--- src/rtl/note_seq_pkg.sv ---
// Shared definitions for the note sequencer: FSM encoding, melody step layout,
// one-hot layer/note constants and default timing dividers.
package note_seq_pkg;

  localparam int LAYER_W   = 3;
  localparam int NOTE_W    = 4;
  localparam int DUR_W     = 4;
  localparam int STEP_W    = LAYER_W + NOTE_W + DUR_W;
  localparam int ADDR_W    = 4;
  localparam int NUM_STEPS = 16;
  localparam int CNT_W     = 24;

  localparam int DEFAULT_BEAT_DIV = 12500000;
  localparam int DEFAULT_GAP_DIV  = 2500000;

  localparam logic [ADDR_W-1:0] LAST_STEP = 4'(NUM_STEPS - 1);

  localparam logic [LAYER_W-1:0] LAYER_OFF  = 3'b000;
  localparam logic [LAYER_W-1:0] LAYER_LOW  = 3'b001;
  localparam logic [LAYER_W-1:0] LAYER_MID  = 3'b010;
  localparam logic [LAYER_W-1:0] LAYER_HIGH = 3'b100;

  localparam logic [NOTE_W-1:0] NOTE_OFF = 4'b0000;
  localparam logic [NOTE_W-1:0] NOTE_0   = 4'b0001;
  localparam logic [NOTE_W-1:0] NOTE_1   = 4'b0010;
  localparam logic [NOTE_W-1:0] NOTE_2   = 4'b0100;
  localparam logic [NOTE_W-1:0] NOTE_3   = 4'b1000;

  typedef enum logic [1:0] {
    S_IDLE,
    S_PLAY,
    S_GAP,
    S_HOLD
  } seq_state_e;

  typedef struct packed {
    logic [LAYER_W-1:0] layer;
    logic [NOTE_W-1:0]  note;
    logic [DUR_W-1:0]   dur;
  } step_t;

  function automatic logic is_onehot4(input logic [3:0] v);
    return (v != 4'd0) && ((v & (v - 4'd1)) == 4'd0);
  endfunction

endpackage

--- src/rtl/melody_rom.sv ---
// Combinational 16-entry melody table; a zero duration marks the end of the tune.
module melody_rom
  import note_seq_pkg::*;
(
  input  logic [ADDR_W-1:0] addr,
  output logic [STEP_W-1:0] step
);

  always_comb begin
    step = '0;
    case (addr)
      4'd0:    step = {LAYER_LOW, NOTE_0, 4'd2};
      4'd1:    step = {LAYER_MID, NOTE_3, 4'd1};
      default: step = '0;
    endcase
  end

endmodule

--- src/rtl/note_sequencer.sv ---
// Melody sequencer with live-key override. Define SEQ_LOOP_EN to replay the
// melody from step 0 instead of returning to IDLE when it ends.
module note_sequencer
  import note_seq_pkg::*;
#(
  parameter int BEAT_DIV = DEFAULT_BEAT_DIV,
  parameter int GAP_DIV  = DEFAULT_GAP_DIV
) (
  input  logic       clk,
  input  logic       reset,
  input  logic       start,
  input  logic       stop,
  input  logic [2:0] key_layer,
  input  logic [3:0] key_note,
  output logic [2:0] state,
  output logic [3:0] note,
  output logic       busy,
  output logic [3:0] step_idx,
  output logic       live_active
);

  localparam logic [CNT_W-1:0] BEAT_LAST = CNT_W'(BEAT_DIV - 1);
  localparam logic [CNT_W-1:0] GAP_LAST  = CNT_W'(GAP_DIV - 1);

  seq_state_e         fsm_q, fsm_d;
  seq_state_e         ret_q, ret_d;
  logic [ADDR_W-1:0]  step_idx_q, step_idx_d;
  logic [CNT_W-1:0]   beat_cnt_q, beat_cnt_d;
  logic [DUR_W-1:0]   dur_cnt_q, dur_cnt_d;
  logic               arm_q, arm_d;
  logic [LAYER_W-1:0] state_q, state_d;
  logic [NOTE_W-1:0]  note_q, note_d;
  logic               busy_q, busy_d;
  logic               live_active_q, live_active_d;

  logic               live_valid;
  logic [ADDR_W-1:0]  nxt_addr;
  step_t              cur_step;
  step_t              nxt_step;
  step_t              sel_step;

  assign live_valid = is_onehot4(key_note) && is_onehot4({1'b0, key_layer});
  assign nxt_addr   = step_idx_q + 4'd1;

  melody_rom u_cur_rom (.addr(step_idx_q), .step(cur_step));
  melody_rom u_nxt_rom (.addr(nxt_addr),   .step(nxt_step));

`ifdef SEQ_LOOP_EN
  step_t first_step;
  melody_rom u_first_rom (.addr(4'd0), .step(first_step));
`endif

  // A live key pauses playback in HOLD with the counters as they would have
  // been after this cycle, so releasing the key resumes exactly where it left.
  always_comb begin
    fsm_d      = fsm_q;
    ret_d      = ret_q;
    step_idx_d = step_idx_q;
    beat_cnt_d = beat_cnt_q;
    dur_cnt_d  = dur_cnt_q;
    arm_d      = arm_q | ~start;
    sel_step   = cur_step;

    case (fsm_q)
      S_IDLE: begin
        if (start && !stop && arm_q && cur_step.dur != '0) begin
          fsm_d      = S_PLAY;
          step_idx_d = '0;
          beat_cnt_d = '0;
          dur_cnt_d  = '0;
        end
      end
      S_PLAY: begin
        if (beat_cnt_q == BEAT_LAST) begin
          beat_cnt_d = '0;
          if (dur_cnt_q == cur_step.dur - 4'd1) begin
            fsm_d     = S_GAP;
            dur_cnt_d = '0;
          end else begin
            dur_cnt_d = dur_cnt_q + 4'd1;
          end
        end else begin
          beat_cnt_d = beat_cnt_q + 24'd1;
        end
      end
      S_GAP: begin
        if (beat_cnt_q == GAP_LAST) begin
          beat_cnt_d = '0;
          if (step_idx_q == LAST_STEP || nxt_step.dur == '0) begin
            step_idx_d = '0;
`ifdef SEQ_LOOP_EN
            fsm_d    = (first_step.dur != '0) ? S_PLAY : S_IDLE;
            sel_step = first_step;
`else
            fsm_d = S_IDLE;
            arm_d = ~start;
`endif
          end else begin
            fsm_d      = S_PLAY;
            step_idx_d = step_idx_q + 4'd1;
            sel_step   = nxt_step;
          end
        end else begin
          beat_cnt_d = beat_cnt_q + 24'd1;
        end
      end
      S_HOLD: begin
        if (!live_valid) begin
          fsm_d = ret_q;
        end
      end
      default: fsm_d = S_IDLE;
    endcase

    if (live_valid && fsm_q != S_IDLE && (fsm_d == S_PLAY || fsm_d == S_GAP)) begin
      ret_d = fsm_d;
      fsm_d = S_HOLD;
    end

    if (stop && fsm_q != S_IDLE) begin
      fsm_d      = S_IDLE;
      step_idx_d = '0;
      beat_cnt_d = '0;
      dur_cnt_d  = '0;
    end

    // Live keys only show in IDLE once the FSM was already idle; the cycle
    // that enters IDLE from playback is always silent.
    state_d       = LAYER_OFF;
    note_d        = NOTE_OFF;
    live_active_d = 1'b0;
    case (fsm_d)
      S_PLAY: begin
        state_d = sel_step.layer;
        note_d  = sel_step.note;
      end
      S_GAP: begin
        state_d = sel_step.layer;
      end
      S_HOLD: begin
        state_d       = key_layer;
        note_d        = key_note;
        live_active_d = 1'b1;
      end
      default: begin
        if (fsm_q == S_IDLE && live_valid) begin
          state_d       = key_layer;
          note_d        = key_note;
          live_active_d = 1'b1;
        end
      end
    endcase
    busy_d = (fsm_d != S_IDLE);
  end

  always_ff @(posedge clk) begin
    if (reset) begin
      fsm_q         <= S_IDLE;
      ret_q         <= S_IDLE;
      step_idx_q    <= '0;
      beat_cnt_q    <= '0;
      dur_cnt_q     <= '0;
      arm_q         <= 1'b1;
      state_q       <= LAYER_OFF;
      note_q        <= NOTE_OFF;
      busy_q        <= 1'b0;
      live_active_q <= 1'b0;
    end else begin
      fsm_q         <= fsm_d;
      ret_q         <= ret_d;
      step_idx_q    <= step_idx_d;
      beat_cnt_q    <= beat_cnt_d;
      dur_cnt_q     <= dur_cnt_d;
      arm_q         <= arm_d;
      state_q       <= state_d;
      note_q        <= note_d;
      busy_q        <= busy_d;
      live_active_q <= live_active_d;
    end
  end

  assign state       = state_q;
  assign note        = note_q;
  assign busy        = busy_q;
  assign step_idx    = step_idx_q;
  assign live_active = live_active_q;

endmodule

--- config.mk ---
export PLATFORM = sky130hd
export DESIGN_NAME = note_sequencer
export DESIGN_NICKNAME = d
export VERILOG_FILES = /design/src/rtl/note_seq_pkg.sv /design/src/rtl/melody_rom.sv /design/src/rtl/note_sequencer.sv
export SDC_FILE = /design/constraint.sdc
export NUM_CORES = 1
export LEC_CHECK = 0
export BUFFER_PORTS_ARGS = -buffer_cell sky130_fd_sc_hd__buf_2
export CAP_MARGIN = 0
export CORE_MARGIN = 4
export CORE_UTILIZATION = 53
export CTS_CLUSTER_DIAMETER = 80
export DETAILED_ROUTE_END_ITERATION = 8
export PLACE_DENSITY = 0.8
export SETUP_SLACK_MARGIN = 0.3
export SKIP_LAST_GASP = 1
export SYNTH_ARGS = -nofsm -noshare
export SYNTH_HDL_FRONTEND = slang
export SYNTH_SLANG_ARGS = --single-unit
--- constraint.sdc ---
create_clock -name clk -period 3.35 [get_ports clk]
set_clock_uncertainty 0.2 [all_clocks]
set_input_delay 0.1675 -clock clk [delete_from_list [all_inputs] [get_ports clk]]
set_output_delay 0.1675 -clock clk [all_outputs]
set_load 0.02 [all_outputs]
# ---- After elaboration in Yosys (flattened, before gate mapping)
# Index checks and enable logic that the tools add are counted.
dict set report word_totals {
  reg_bits 46
  input_bits 11
}
dict set report classes {
  n_addsub 6
  eq_ne 17
  reduce_logical 32
  n_bitwise 4
  n_mux 34
}
# cell n
set op_table {}
lappend op_table {{2-to-1 mux 24 bit} 3}
lappend op_table {{one-hot mux 24 bit (3 select lines)} 1}
lappend op_table {{one-hot mux 10 bit (2 select lines)} 2}
lappend op_table {{2-to-1 mux 11 bit} 3}
lappend op_table {{adder 24 x 1 -> 24 bit (second input constant)} 1}
lappend op_table {{equality test 24 x 22 -> 1 bit (second input constant)} 1}
lappend op_table {{equality test 24 bit (second input constant)} 1}
lappend op_table {{2-to-1 mux 4 bit} 6}
lappend op_table {{logical NOT 4 bit} 5}
lappend op_table {{one-hot mux 4 bit (2 select lines)} 2}
lappend op_table {{2-to-1 mux 2 bit} 7}
lappend op_table {{one-hot mux 4 bit (3 select lines)} 1}
lappend op_table {{equality test 2 bit (second input constant)} 5}
lappend op_table {{logical AND 1 bit} 10}
lappend op_table {{adder 4 x 1 -> 4 bit (second input constant)} 2}
lappend op_table {{equality test 4 x 1 -> 1 bit (second input constant)} 2}
lappend op_table {{one-hot mux 2 bit (4 select lines)} 1}
lappend op_table {{nonzero test 2 bit} 4}
lappend op_table {{nonzero test 4 bit} 2}
lappend op_table {{subtractor 4 x 1 -> 4 bit (second input constant)} 2}
lappend op_table {{equality test 2 x 1 -> 1 bit (second input constant)} 3}
lappend op_table {{inequality test 2 bit (second input constant)} 3}
lappend op_table {{one-hot mux 3 bit (2 select lines)} 1}
lappend op_table {{AND reduction 3 bit} 2}
lappend op_table {{16 further kinds} 23}

# ---- Logic depth before layout (Yosys ltp)
dict set report depth {
  depth_word 16
  mapped_depth 15
}

# ---- Modules after synthesis
# A second synthesis with hierarchy kept.
dict set report unflattened {
  cells_unflattened 338
  hier_area_um2 2850.2
}
# module area_per_inst_um2 n_inst cells_per_inst seq_area_each_um2
set modules_own_cells {}
lappend modules_own_cells {note_sequencer 2652.5 1 314 920.9}
lappend modules_own_cells {melody_rom 98.8 2 12 0.0}

# ---- Least setup slack after synthesis
# No wires, ideal clock.
dict set report synth_path {
  path_type {flip-flop to flip-flop}
  from {register step_idx_q[0], in the netlist step_idx[0]}
  to {register note_q[1], in the netlist note[1]}
  n_path_buf 0
  setup_time_ns 0.060
  arrival_ns 3.520
  t_required_ns 3.090
  path_slack_ns -0.430
  path_stages_with_launch 14
  path_cell_list {dfxtp_1 ha_1 or3b_4 ha_1 or3_1 a211oi_4 a31oi_2 o21ai_1 a211oi_2 or3_1 ha_1 nand2b_1 a21oi_1 and2_1}
}
dict set report synth_between {
  elab_chain_len 15
  word_cells_on_any_way 33
  cone_classes {2 x add/sub; 9 x eq/ne; 14 x mux; 8 x reduce/logical}
}
# element line_no
set synth_rtl {}
lappend synth_rtl {{start, declared} note_sequencer.sv:27} ;# logic [ADDR_W-1:0] step_idx_q, step_idx_d;
lappend synth_rtl {{start signal, assigned} note_sequencer.sv:171} ;# step_idx_q <= step_idx_d;
lappend synth_rtl {{adder 4 x 1 -> 4 bit} note_sequencer.sv:43} ;# assign nxt_addr = step_idx_q + 4'd1;
lappend synth_rtl {{equality test 4 x 1 -> 1 bit / logical NOT 4 bit (equally long branches)} melody_rom.sv:11} ;# case (addr)
lappend synth_rtl {{one-hot mux 10 bit (2 select lines)} melody_rom.sv:11}
lappend synth_rtl {{logical NOT 4 bit} note_sequencer.sv:89} ;# if (step_idx_q == LAST_STEP || nxt_step.dur == '0) begin
lappend synth_rtl {{logical OR 1 bit} note_sequencer.sv:89}
lappend synth_rtl {{2-to-1 mux 1 bit} note_sequencer.sv:89}
lappend synth_rtl {{2-to-1 mux 2 bit} note_sequencer.sv:87} ;# if (beat_cnt_q == GAP_LAST) begin
lappend synth_rtl {{one-hot mux 2 bit (4 select lines)} note_sequencer.sv:64} ;# case (fsm_q)
lappend synth_rtl {{equality test 2 x 1 -> 1 bit / equality test 2 bit (equally long branches)} note_sequencer.sv:115} ;# if (live_valid && fsm_q != S_IDLE && (fsm_d == S_PLAY || fsm_d == S_GAP)) begin
lappend synth_rtl {{logical OR 1 bit} note_sequencer.sv:115}
lappend synth_rtl {{logical AND 1 bit} note_sequencer.sv:115}
lappend synth_rtl {{2-to-1 mux 2 bit} note_sequencer.sv:115}
lappend synth_rtl {{2-to-1 mux 2 bit} note_sequencer.sv:120} ;# if (stop && fsm_q != S_IDLE) begin
lappend synth_rtl {{equality test 2 bit / equality test 2 x 1 -> 1 bit (equally long branches)} note_sequencer.sv:132} ;# case (fsm_d)
lappend synth_rtl {{one-hot mux 4 bit (3 select lines) *} note_sequencer.sv:132}
lappend synth_rtl {{end signal, assigned} note_sequencer.sv:176} ;# note_q <= note_d;
lappend synth_rtl {{end, declared} note_sequencer.sv:32} ;# logic [NOTE_W-1:0] note_q, note_d;
# Every way passes the cells marked *; elsewhere a longest branch is shown, timed or not.
# A chain may end at the register's enable or synchronous reset.

# ---- Worst setup path after layout
dict set report layout_path {
  from {register step_idx_q[1], in the netlist step_idx[1]}
  to {register note_q[1], in the netlist note[1]}
}
dict set report layout_between {
  elab_chain_len 15
  word_cells_on_any_way 33
  cone_classes {2 x add/sub; 9 x eq/ne; 14 x mux; 8 x reduce/logical}
}
# element line_no
set layout_rtl {}
lappend layout_rtl {{adder 4 x 1 -> 4 bit} note_sequencer.sv:43}
lappend layout_rtl {{equality test 4 x 1 -> 1 bit / logical NOT 4 bit (equally long branches)} melody_rom.sv:11}
lappend layout_rtl {{one-hot mux 10 bit (2 select lines)} melody_rom.sv:11}
lappend layout_rtl {{logical NOT 4 bit} note_sequencer.sv:89}
lappend layout_rtl {{logical OR 1 bit} note_sequencer.sv:89}
lappend layout_rtl {{2-to-1 mux 1 bit} note_sequencer.sv:89}
lappend layout_rtl {{2-to-1 mux 2 bit} note_sequencer.sv:87}
lappend layout_rtl {{one-hot mux 2 bit (4 select lines) *} note_sequencer.sv:64}
lappend layout_rtl {{equality test 2 x 1 -> 1 bit / equality test 2 bit (equally long branches)} note_sequencer.sv:115}
lappend layout_rtl {{logical OR 1 bit} note_sequencer.sv:115}
lappend layout_rtl {{logical AND 1 bit} note_sequencer.sv:115}
lappend layout_rtl {{2-to-1 mux 2 bit *} note_sequencer.sv:115}
lappend layout_rtl {{2-to-1 mux 2 bit *} note_sequencer.sv:120}
lappend layout_rtl {{via fsm_d[1]} note_sequencer.sv:25} ;# seq_state_e fsm_q, fsm_d;
lappend layout_rtl {{equality test 2 bit / equality test 2 x 1 -> 1 bit (equally long branches)} note_sequencer.sv:132}
lappend layout_rtl {{one-hot mux 4 bit (3 select lines) *} note_sequencer.sv:132}
# The timed path passes the listed nets; every way through them passes the cells marked *.

==> flow_summary_export.csv <==
group,metric,value,unit
floorplan,die_x,78.06,microns
timing,fin_crit_sh,104.6,%
finish,fillCellCount,354,
cts,h-tree-depth,2,
global_routing,grt-ovfl-total,0,
global_routing,antenna_found_initial,0,
route,wl,6580,microns
timing,rsz0062_at_grt,"true",
finish,drive_gt1_share,21.27,%
finish,antenna_cells,0,
timing,max_freq,285.5,MHz
synth,ys_ff_latch,46,
placement,post-dp-hpwl,4421,microns
placement,post-place-ws,-0.07515,ns
timing,max_slew_margin,63.24,%
timing,setup_tns,-0.9952,ns
cts,cts.reportedPaths.clkPinSlew,0.08,ns
worst_setup_path,critPathKind,"reg -> reg",
pwr,p_clk_share,29.0,%
synth,syn_inst,307,
cts,cts_tree,"built",
synth,syn-cell-area,2601,sq um
pwr,p_sw,414.8,uW
finish,syn2layout_area_growth,25.93,%
floorplan,die-area,6093,sq um
synth,synth_cell_types,54,
finish,final_cell_mix,"44 x dfxtp_1, 43 x nor2_1, 23 x buf_2, 22 x nand2_1, 18 x nand3_1",
placement,portBuffers,23,
synth,synthFlopType,"dfxtp_1",
floorplan,fp.dieH,78.06,microns
synth,async_flop_share,0,%
worst_setup_path,critPathLaunchType,"register",
cts,cts-root-buf,"clkbuf_8",
worst_setup_path,cpPeakStageDelay,0.40,ns
pwr,pwr-share-comb,28.1,%
route,routedWlPerCell,15.34,microns
outcome,outcome,"finished with violations",
worst_hold_path,hold_class,"reg -> reg",
pwr,p_leak,1.294,nW
cts,clkSinkCount,46,
timing,hold_ws,0.3119,ns
finish,finalCoreUtilization,69.35,%
worst_setup_path,cp_common_cell,"ha_4",
pwr,peakVddDrop,0.0002191,V
global_routing,grt_pass1_vias,2418,
timing,final-setup-viol-count,8,
floorplan,initial_core_util,55.07,%
global_routing,track_usage,22.58,%
pwr,swShare,30.64,%
synth,syn_nets,334,
synth,ys_seq_area_share,35.40,%
finish,fin_nets,389,
synth,yosysWarnings,0,
global_routing,grt_first_pass_wirelength,11030,microns
cts,cts_buffers,5,
route,first_pass_iters,4,
worst_setup_path,path_cells,"inv_4 -> ha_4 -> or3b_4 -> ha_4 -> or3_4 -> a211oi_4 -> a31oi_4 -> o21ai_2 -> a211oi_2 -> buf_4 -> nor3_1 -> ha_2 -> nand2b_4 -> a21oi_4 -> and2_4",
timing,hold_viol_final,0,
pwr,power.density,413.3,nW/um^2
cts,clk_latency,0.30,ns
synth,avgSynthCellArea,8.473,sq um
outcome,violations,"setup timing",
worst_setup_path,cp_data_arrival_time,3.55,ns
route,drt_iter0_drc,164,
pwr,seqPwrFrac,42.9,%
worst_setup_path,reg2reg_slack,-0.15,ns
route,ant_nets,0,
floorplan,core-area,4723,sq um
finish,layout.cells.most_common,"dfxtp_1",
timing,post-route-min-period,3.503,ns
job,cap_viol_max_count,0,
timing,slew_violations,0,
synth,synth_edf_count,0,
worst_setup_path,cp_max_fo,8,
route,drc,0,
floorplan,ios,24,
timing,tightest_slew,0.5468,ns
timing,setup_ws,-0.1526,ns
pwr,p_int,939.0,uW
placement,finalWeightedCongestion,0.8908,
worst_setup_path,endpoint_kind,"register",
worst_setup_path,worst_path_max_delay_cell,"or3b_4",
worst_setup_path,crit_required,3.40,ns
global_routing,grt_max_degree,21,
route,vias,2459,
cts,cts.path.max_buffers,2,
floorplan,placementRows,25,
route,vias_per_cell,5.732,
-- repair_timing --
item,4_1_cts,5_1_grt
gates resized for setup,8,10
buffers inserted,9,1
endpoints found under the hold margin,12,0
pin swaps,3,8
setup endpoints to repair,9,11
gates cloned,0,0
hold buffers,9,0
-- worst paths after layout --
check	startpoint	depth (start not counted)	end
worst max register to register	step_idx[1]$_SDFFE_PP0P_	15	note[1]$_SDFF_PP0_
worst max-delay path	step_idx[1]$_SDFFE_PP0P_	15	note[1]$_SDFF_PP0_
worst min register to register	ret_q[1]$_SDFFE_PP0P_	2	ret_q[1]$_SDFFE_PP0P_
worst min-delay path	ret_q[1]$_SDFFE_PP0P_	2	ret_q[1]$_SDFFE_PP0P_
-- layout make-up --
cell class / count / area [sq um] / area share, %
flip-flops and latches: 46 / 928.4 / 28.34
multi-input cells: 247 / 1738 / 53.06
clock buffers: 7 / 107.6 / 3.285
repair buffers: 53 / 381.6 / 11.65
inverters: 9 / 36.28 / 1.108
well taps: 67 / 83.83 / 2.559
-- power groups by stage --
stage | combinational (mW) | sequential [mW] | clock (mW)
floorplan | 0.206 | 0.605 | 0
global placement | 0.283 | 0.592 | 0
detailed placement | 0.290 | 0.592 | 0
CTS | 0.342 | 0.581 | 0.401
global route | 0.409 | 0.585 | 0.426
finish | 0.380 | 0.581 | 0.393
-- metal layers --
| layer | vias up | part of all wire, % | global-route usage (%) |
|---|---|---|---|
| li1 | 1211 | - | - |
| met3 | 19 | 5.9 | 5.161 |
| met1 | 1145 | 43 | 28.16 |
| met5 | - | 0 | 0 |
| met2 | 84 | 48 | 36.99 |
| met4 | 0 | 2.7 | 10.49 |
-- state kept, by name, indices dropped and copies added (netlist names) --
name / flops
beat_cnt_q: 24
dur_cnt_q: 4
note: 4
step_idx: 4
state: 3
fsm_q: 2
ret_q: 2
arm_q: 1
busy: 1
live_active: 1
-- cells in the mapped netlist, drive strengths merged, types with 2 or more instances --
library cell | n | area [sq um]
nand4bb | 2 | 22.52
nor3 | 8 | 56.31
o41ai | 2 | 17.52
o21a | 2 | 15.01
nor4 | 3 | 18.77
or3 | 6 | 37.54
and4 | 3 | 26.28
nand3 | 19 | 95.09
clkbuf | 3 | 11.26
xor2 | 15 | 131.4
nand2b | 5 | 31.28
o21ai | 16 | 83.83
and3 | 7 | 43.79
o22ai | 2 | 12.51
mux2i | 3 | 30.03
mux2 | 2 | 22.52
and2 | 8 | 50.05
nor2b | 3 | 18.77
ha | 16 | 200.2
inv | 9 | 33.78
buf | 2 | 10.01
o21bai | 2 | 15.01
or3b | 2 | 20.02
a211oi | 3 | 45.04
nand4 | 12 | 75.07
a32o | 4 | 40.04
nor3b | 2 | 15.01
dfxtp | 46 | 920.9
a21oi | 8 | 40.04
a31oi | 5 | 37.53
a2bb2oi | 2 | 17.52
nor2 | 43 | 161.4
nand2 | 22 | 82.58
or2 | 3 | 18.77
xnor2 | 5 | 43.79
a21o | 4 | 30.03
-- logic make-up (layout without fill, tap and decap cells) --
group           Yosys count  count (layout)  synth area share (%)
simple gates            151             151                 30.83
xor+xnor                 20              20                 6.734
compound gates           55              55                 15.20
buf+inv                  14              69                 2.116
mux                       5               5                 2.020
flops                    46              46                 35.40
fa+ha+maj                16              16                 7.696
-- critical path, delay by kind of cell (launching register included) --
| family | cells | cell delay [ns] |
|---|---|---|
| buffers and inverters | 2 | 0.20 |
| AOI/OAI and AO/OA | 5 | 0.92 |
| DFF | 1 | 0.36 |
| adders and majority gates | 3 | 0.55 |
| and+or+nand+nor | 5 | 1.22 |
-- per-stage QoR --
step / power, mW / instances / instance area (sq um)
final: 1.354 / 429 / 3276
after global routing: 1.420 / 429 / 3276
after CTS: 1.324 / 428 / 3229
after detailed placement: 0.8825 / 403 / 2923
after floorplan: 0.8101 / 307 / 2663
after global placement: 0.8757 / 403 / 2923
Note: power is estimated with default switching activity, not from simulation.
